[src/rtl/mandelbrot_scheduler_pkg.sv]
// Shared types and widths for the Mandelbrot frame scheduler.
//   COORD_W : packed pixel coordinate {x, y}
//   X_W/Y_W : raster counter widths
//   COLOR_W : iteration-colour width
//   state_e : frame controller states
package mandelbrot_scheduler_pkg;

  localparam int COORD_W = 19;
  localparam int X_W     = 10;
  localparam int Y_W     = 9;
  localparam int COLOR_W = 4;

  typedef enum logic [1:0] {
    ST_IDLE  = 2'd0,
    ST_SCAN  = 2'd1,
    ST_DRAIN = 2'd2,
    ST_DONE  = 2'd3
  } state_e;

  function automatic logic [COORD_W-1:0] pack_coord(input logic [X_W-1:0] x,
                                                    input logic [Y_W-1:0] y);
    return {x, y};
  endfunction

endpackage

[src/rtl/mandelbrot_scheduler_rr_arbiter.sv]
// Round-robin arbiter with a rotating pointer.
//   clk, rst : clock, asynchronous active-high reset
//   req      : N request lines
//   en       : grant permitted this cycle
//   gnt      : one-hot grant (zero when en=0 or no request)
// Search starts at the pointer; after a grant the pointer moves to the
// index just past the winner.
module mandelbrot_scheduler_rr_arbiter #(
  parameter int N = 4
) (
  input  logic         clk,
  input  logic         rst,
  input  logic [N-1:0] req,
  input  logic         en,
  output logic [N-1:0] gnt
);

  localparam int PW = (N > 1) ? $clog2(N) : 1;

  logic [PW-1:0] ptr_q, ptr_d;
  logic          hit;
  int            sel;

  // Two passes: indices at/after the pointer first, then wrap to the start.
  always_comb begin
    hit = 1'b0;
    sel = 0;
    for (int i = 0; i < N; i++) begin
      if (!hit && req[i] && (i >= int'(ptr_q))) begin
        hit = 1'b1;
        sel = i;
      end
    end
    for (int i = 0; i < N; i++) begin
      if (!hit && req[i]) begin
        hit = 1'b1;
        sel = i;
      end
    end
  end

  always_comb begin
    gnt   = '0;
    ptr_d = ptr_q;
    if (en && hit) begin
      for (int i = 0; i < N; i++) gnt[i] = (sel == i);
      ptr_d = (sel == N - 1) ? '0 : PW'(sel + 1);
    end
  end

  always_ff @(posedge clk or posedge rst) begin
    if (rst) ptr_q <= '0;
    else     ptr_q <= ptr_d;
  end

endmodule

[src/rtl/mandelbrot_scheduler.sv]
// Frame-level controller for a bank of Mandelbrot pixel processors.
// Raster-scans the screen, hands one coordinate per cycle to the lowest
// idle processor, and funnels finished results through a round-robin
// arbiter into single pixel writes toward the frame buffer.
//   clk, reset           : clock, asynchronous active-high reset
//   iStart/oBusy/oDone   : frame control handshake
//   iProcReady/oDataVal/oCoord            : dispatch side
//   iCoordVal/iCoordSig/iColor/oResAck    : result collection side
//   iVgaReady/oWrEn/oWrCoord/oWrColor     : frame-buffer write port
module mandelbrot_scheduler
  import mandelbrot_scheduler_pkg::*;
#(
  parameter int NUM_PROCS = 4,
  parameter int H_RES     = 640,
  parameter int V_RES     = 480
) (
  input  logic                         clk,
  input  logic                         reset,
  input  logic                         iStart,
  output logic                         oBusy,
  output logic                         oDone,
  input  logic [NUM_PROCS-1:0]         iProcReady,
  output logic [NUM_PROCS-1:0]         oDataVal,
  output logic [COORD_W-1:0]           oCoord,
  input  logic [NUM_PROCS-1:0]         iCoordVal,
  input  logic [COORD_W*NUM_PROCS-1:0] iCoordSig,
  input  logic [COLOR_W*NUM_PROCS-1:0] iColor,
  output logic [NUM_PROCS-1:0]         oResAck,
  input  logic                         iVgaReady,
  output logic                         oWrEn,
  output logic [COORD_W-1:0]           oWrCoord,
  output logic [COLOR_W-1:0]           oWrColor
);

  localparam logic [X_W-1:0] X_LAST = X_W'(H_RES - 1);
  localparam logic [Y_W-1:0] Y_LAST = Y_W'(V_RES - 1);

  state_e               state_q, state_d;
  logic [X_W-1:0]       x_q, x_d;
  logic [Y_W-1:0]       y_q, y_d;
  logic [NUM_PROCS-1:0] busy_q, busy_d;
  logic                 wr_en_q, wr_en_d;
  logic [COORD_W-1:0]   wr_coord_q, wr_coord_d;
  logic [COLOR_W-1:0]   wr_color_q, wr_color_d;

  logic [NUM_PROCS-1:0] eligible, disp_oh, gnt;
  logic                 disp_hit, coll_en;

  // Lowest-index idle and ready processor.
  assign eligible = iProcReady & ~busy_q;

  always_comb begin
    disp_oh  = '0;
    disp_hit = 1'b0;
    for (int i = 0; i < NUM_PROCS; i++) begin
      if (!disp_hit && eligible[i]) begin
        disp_oh[i] = 1'b1;
        disp_hit   = 1'b1;
      end
    end
  end

  // Only processors we actually dispatched to may be acknowledged.
  assign coll_en = iVgaReady && (state_q == ST_SCAN || state_q == ST_DRAIN);

  mandelbrot_scheduler_rr_arbiter #(.N(NUM_PROCS)) u_res_arb (
    .clk (clk),
    .rst (reset),
    .req (iCoordVal & busy_q),
    .en  (coll_en),
    .gnt (gnt)
  );

  always_comb begin
    state_d    = state_q;
    x_d        = x_q;
    y_d        = y_q;
    busy_d     = busy_q & ~gnt;
    wr_en_d    = |gnt;
    wr_coord_d = wr_coord_q;
    wr_color_d = wr_color_q;
    oDataVal   = '0;
    oCoord     = '0;

    for (int i = 0; i < NUM_PROCS; i++) begin
      if (gnt[i]) begin
        wr_coord_d = iCoordSig[i*COORD_W +: COORD_W];
        wr_color_d = iColor[i*COLOR_W +: COLOR_W];
      end
    end

    unique case (state_q)
      ST_IDLE, ST_DONE: begin
        if (iStart) begin
          state_d = ST_SCAN;
          x_d     = '0;
          y_d     = '0;
        end
      end
      ST_SCAN: begin
        if (disp_hit) begin
          oDataVal = disp_oh;
          oCoord   = pack_coord(x_q, y_q);
          busy_d   = busy_d | disp_oh;
          if (x_q == X_LAST) begin
            x_d = '0;
            if (y_q == Y_LAST) state_d = ST_DRAIN;
            else               y_d = y_q + 1'b1;
          end else begin
            x_d = x_q + 1'b1;
          end
        end
      end
      ST_DRAIN: begin
        // Wait for the final write to leave before declaring the frame done.
        if (busy_q == '0 && !wr_en_q) state_d = ST_DONE;
      end
      default: state_d = ST_IDLE;
    endcase
  end

  always_ff @(posedge clk or posedge reset) begin
    if (reset) begin
      state_q    <= ST_IDLE;
      x_q        <= '0;
      y_q        <= '0;
      busy_q     <= '0;
      wr_en_q    <= 1'b0;
      wr_coord_q <= '0;
      wr_color_q <= '0;
    end else begin
      state_q    <= state_d;
      x_q        <= x_d;
      y_q        <= y_d;
      busy_q     <= busy_d;
      wr_en_q    <= wr_en_d;
      wr_coord_q <= wr_coord_d;
      wr_color_q <= wr_color_d;
    end
  end

  assign oResAck  = gnt;
  assign oBusy    = (state_q == ST_SCAN) || (state_q == ST_DRAIN);
  assign oDone    = (state_q == ST_DONE);
  assign oWrEn    = wr_en_q;
  assign oWrCoord = wr_coord_q;
  assign oWrColor = wr_color_q;

endmodule

[config.mk]
export PLATFORM = sky130hd
export DESIGN_NAME = mandelbrot_scheduler
export DESIGN_NICKNAME = d
export VERILOG_FILES = /design/src/rtl/mandelbrot_scheduler_pkg.sv /design/src/rtl/mandelbrot_scheduler_rr_arbiter.sv /design/src/rtl/mandelbrot_scheduler.sv
export SDC_FILE = /design/constraint.sdc
export NUM_CORES = 1
export LEC_CHECK = 0
export CORE_ASPECT_RATIO = 0.9
export CORE_MARGIN = 4
export CORE_UTILIZATION = 29
export CTS_CLUSTER_DIAMETER = 200
export DETAILED_ROUTE_END_ITERATION = 12
export DONT_BUFFER_PORTS = 1
export PLACE_DENSITY = 0.43
export SYNTH_ARGS = -nofsm -noshare
export SYNTH_HDL_FRONTEND = slang
export SYNTH_HIERARCHICAL = 1
export SYNTH_SLANG_ARGS = --single-unit
[constraint.sdc]
create_clock -name clk -period 6.8 [get_ports clk]
set_clock_uncertainty 0.05 [all_clocks]
set_input_delay 0.34 -clock clk [delete_from_list [all_inputs] [get_ports clk]]
set_output_delay 0.34 -clock clk [all_outputs]
set_load 0.03 [all_outputs]
==> results.toml <==
[status]
status = "finished clean"

[sta]
period_needed_ps = 3294
hold_viol_final = 0
min_period_over_period_pct = 48.44
worst_pin_slew_ps = 1164
slew_headroom_pct = 22.23
slew_violations = 0
setup-violations-final = 0
max_freq_mhz = 303.6
rsz0062_at_grt = "no"
fin_setup_tns_ps = 0

[layout]
drive_above_1_share_pct = 6.383
syn_to_final_growth_pct = 9.771
stdcell_count = 528
fillerInstances = 1134
final_nets = 490
diodes = 0

[critical_path]
worstPathCellList = "and2_1, nor2b_1, o21ai_0, o211ai_1, ha_1, and2_1, nor2_1, buf_4, nand2_1, o22a_1"
cp_slowest_cell = "nand2_1"
cp_common_cell = "and2_1"
cp_max_fo = 24
crit_type = "flip-flop to flip-flop"
crit_path_end_kind = "flip-flop"
worst_path_largest_cell_delay_ps = 560
path_buf_inv = 1
cp.arrival_ps = 3420
path_delay_family = "simple AND/OR/NAND/NOR gates"
critPathLaunchType = "flip-flop"
cp.required_ps = 6930

[floorplanning]
die_area_mm2 = 0.01326
die_width_um = 120.9
die_y_um = 109.7
rows = 36
core_mm2 = 0.01104
ios = 157
initial_core_util_pct = 30.17

[detailed_routing]
num_vias = 2817
wl_met3_um = 782
viasPerCell = 5.335
post-route-drc-count = 0
wl_per_cell_um = 19.56
ant_nets = 0
wl_um = 10330
dr_wl_met2_um = 5212
detail_route.iter0.violations = 203
top_layer = "met5"
dr.pass1.iters = 6
met1_length_um = 4235

[clocking]
clock_path_buffers = 2
cts_tree = "done"
cts.sinks = 51
clk_latency_ps = 290
clkTransAtPathRegs_ps = 70
post_cts_buffers = 0
cts_buffers = 5
cts-root-buf = "clkbuf_16"
htreeDepth = 2

[logic_synthesis]
synthArstFlopShare_pct = 100.0
synth_top_area_share_pct = 38.33
yosys-top-cells-area = "dfrtp_1 38%, o21ai_0 6.0%, a22o_1 5.5%, nor2_1 5.5%, and2_1 5.3%"
synthXorXnorAreaFrac_pct = 0.7892
synth_top_family_by_area = "compound AO/OA/AOI/OAI gates"
ys_warn_count = 6
postSynthRegisterBits = 51
synth_edf_count = 0
avgSynthCellArea_um2 = 8.739
synthAdderAreaFrac_pct = 3.758
synth_mux_area_share_pct = 1.278
synthCells = 381
synth-seq-area-share_pct = 38.33
synthesis.nets = 495
yosysTopAreaCell = "dfrtp_1"
ys.flop_type = "dfrtp_1"
synth_area_mm2 = 0.003329
synth-simple-area-share_pct = 21.16
synth_compound_area_share_pct = 30.29
ys_types = 56

[run]
max_cap_viol_count = 0

[global_routing]
antenna_found_initial = 1
gr-total-overflow = 0
grt_pass1_vias = 2849
grt.total_usage_pct = 14.97
grt_max_degree = 50
grt_pass1_wl_um = 15510

[power]
power_density_mw_per_mm2 = 488.7
peakVddDrop_mv = 0.1507
p_leak_nw = 1.499

[place]
dp.cells = 520
portBuffers = 0
dp_hpwl_um = 7527
gp_congestion = 0.8082

[hold_path]
hp-class = "input pin to asynchronous set/reset pin"
==> cell usage after synthesis (2+ instances only) <==
library cell,n
or2_1,2
o21a_1,2
nand2b_1,6
o21bai_1,2
nor2b_1,11
clkbuf_1,16
ha_1,10
inv_1,16
o211ai_1,5
nand2_1,17
o21ai_0,40
a221o_1,2
dfrtp_1,51
o22ai_1,2
a222oi_1,4
a21o_1,3
a22o_1,21
xor2_1,3
mux2i_1,2
buf_1,2
a31oi_1,2
nand4_1,2
and2_1,28
nor2_1,49
o21ai_2,3
o21ai_1,2
o22a_1,19
nand3_1,6
and3_1,3
a21oi_1,22
nor3_1,3
==> final cells by class <==
cell class	instances	area (um2)	area share, %
multi-input cells	294	1907	52.17
flip-flops and latches	51	1276	34.92
well taps	152	190.2	5.204
clock buffers	6	128.9	3.526
repair buffers	8	62.56	1.712
inverters	16	60.06	1.643
clock inverters	1	30.03	0.8216
==> power breakdown <==
group	switching [mW]	leakage (nW)	internal [mW]
Clock	0.115	0.0769	0.172
Combinational	0.493	0.796	0.321
Sequential	0.259	0.627	0.426
==> cell families (layout without fill, tap and decap cells) <==
| family | after synthesis | in the layout |
|---|---|---|
| flops | 51 | 51 |
| compound gates | 141 | 141 |
| fa+ha+maj | 10 | 10 |
| simple gates | 136 | 136 |
| buf+inv | 36 | 31 |
| xor+xnor | 3 | 3 |
| mux | 4 | 4 |
==> metal layers <==
layer / vias to the layer above / track usage (%)
li1: 1366 / -
met1: 1343 / 18.15
met2: 96 / 26.06
met3: 10 / 4.887
met4: 2 / 3.236
met5: - / 0
==> registers in the layout (all words and copies together) (netlist names) <==
name and count:
busy_q 4, oWrColor 4, oWrCoord 19, oWrEn 1, state_q 2, u_res_arb/ptr_q 2
x_q 10, y_q 9
==> layout by cell type, fill, tap and decap left out, drive strengths merged, types with 7 or more instances in the layout <==
cell type / count
a21oi: 22
a22o: 21
and2: 28
buf: 7
dfrtp: 51
ha: 10
inv: 16
nand2: 17
nand3: 7
nor2: 49
nor2b: 11
o21ai: 45
o22a: 19
==> stage by stage <==
stage | setup WS (ps) | utilization [%] | cell area [um2] | hold slack [ps] | total power [mW]
6_report | 3506 | 33.12 | 3655 | 69.39 | 1.786
5_1_grt | 3035 | 33.12 | 3655 | 139.3 | 1.931
4_1_cts | 3483 | 33.12 | 3655 | 98.32 | 1.812
3_5_place_dp | 3508 | 31.59 | 3486 | 41.70 | 1.516
3_3_place_gp | 3565 | 31.59 | 3486 | 39.24 | 1.504
2_1_floorplan | 4101 | - | 3329 | 31.18 | 1.316
==> final timing paths <==
path	end	slack (ps)	depth (start not counted)	startpoint
hold reg to reg	busy_q[1]$_DFF_PP0_	480	1	busy_q[1]$_DFF_PP0_
setup / recovery	oWrCoord[13]$_DFFE_PP0P_	3510	10	busy_q[3]$_DFF_PP0_
setup reg to reg	oWrCoord[13]$_DFFE_PP0P_	3510	10	busy_q[3]$_DFF_PP0_
min in group clk	oWrCoord[18]$_DFFE_PP0P_	180	2	iCoordSig[56]
hold / removal	oWrColor[3]$_DFFE_PP0P_	70	2	reset
max in group asynchronous	oWrCoord[3]$_DFFE_PP0P_	6190	2	reset
==> repair_timing <==
item	in CTS	in global routing
hold endpoints to repair	2	0
resized for setup	0	0
hold buffers	1	0
endpoints found under the setup margin	0	0
Note: power is estimated with default switching activity, not from simulation.
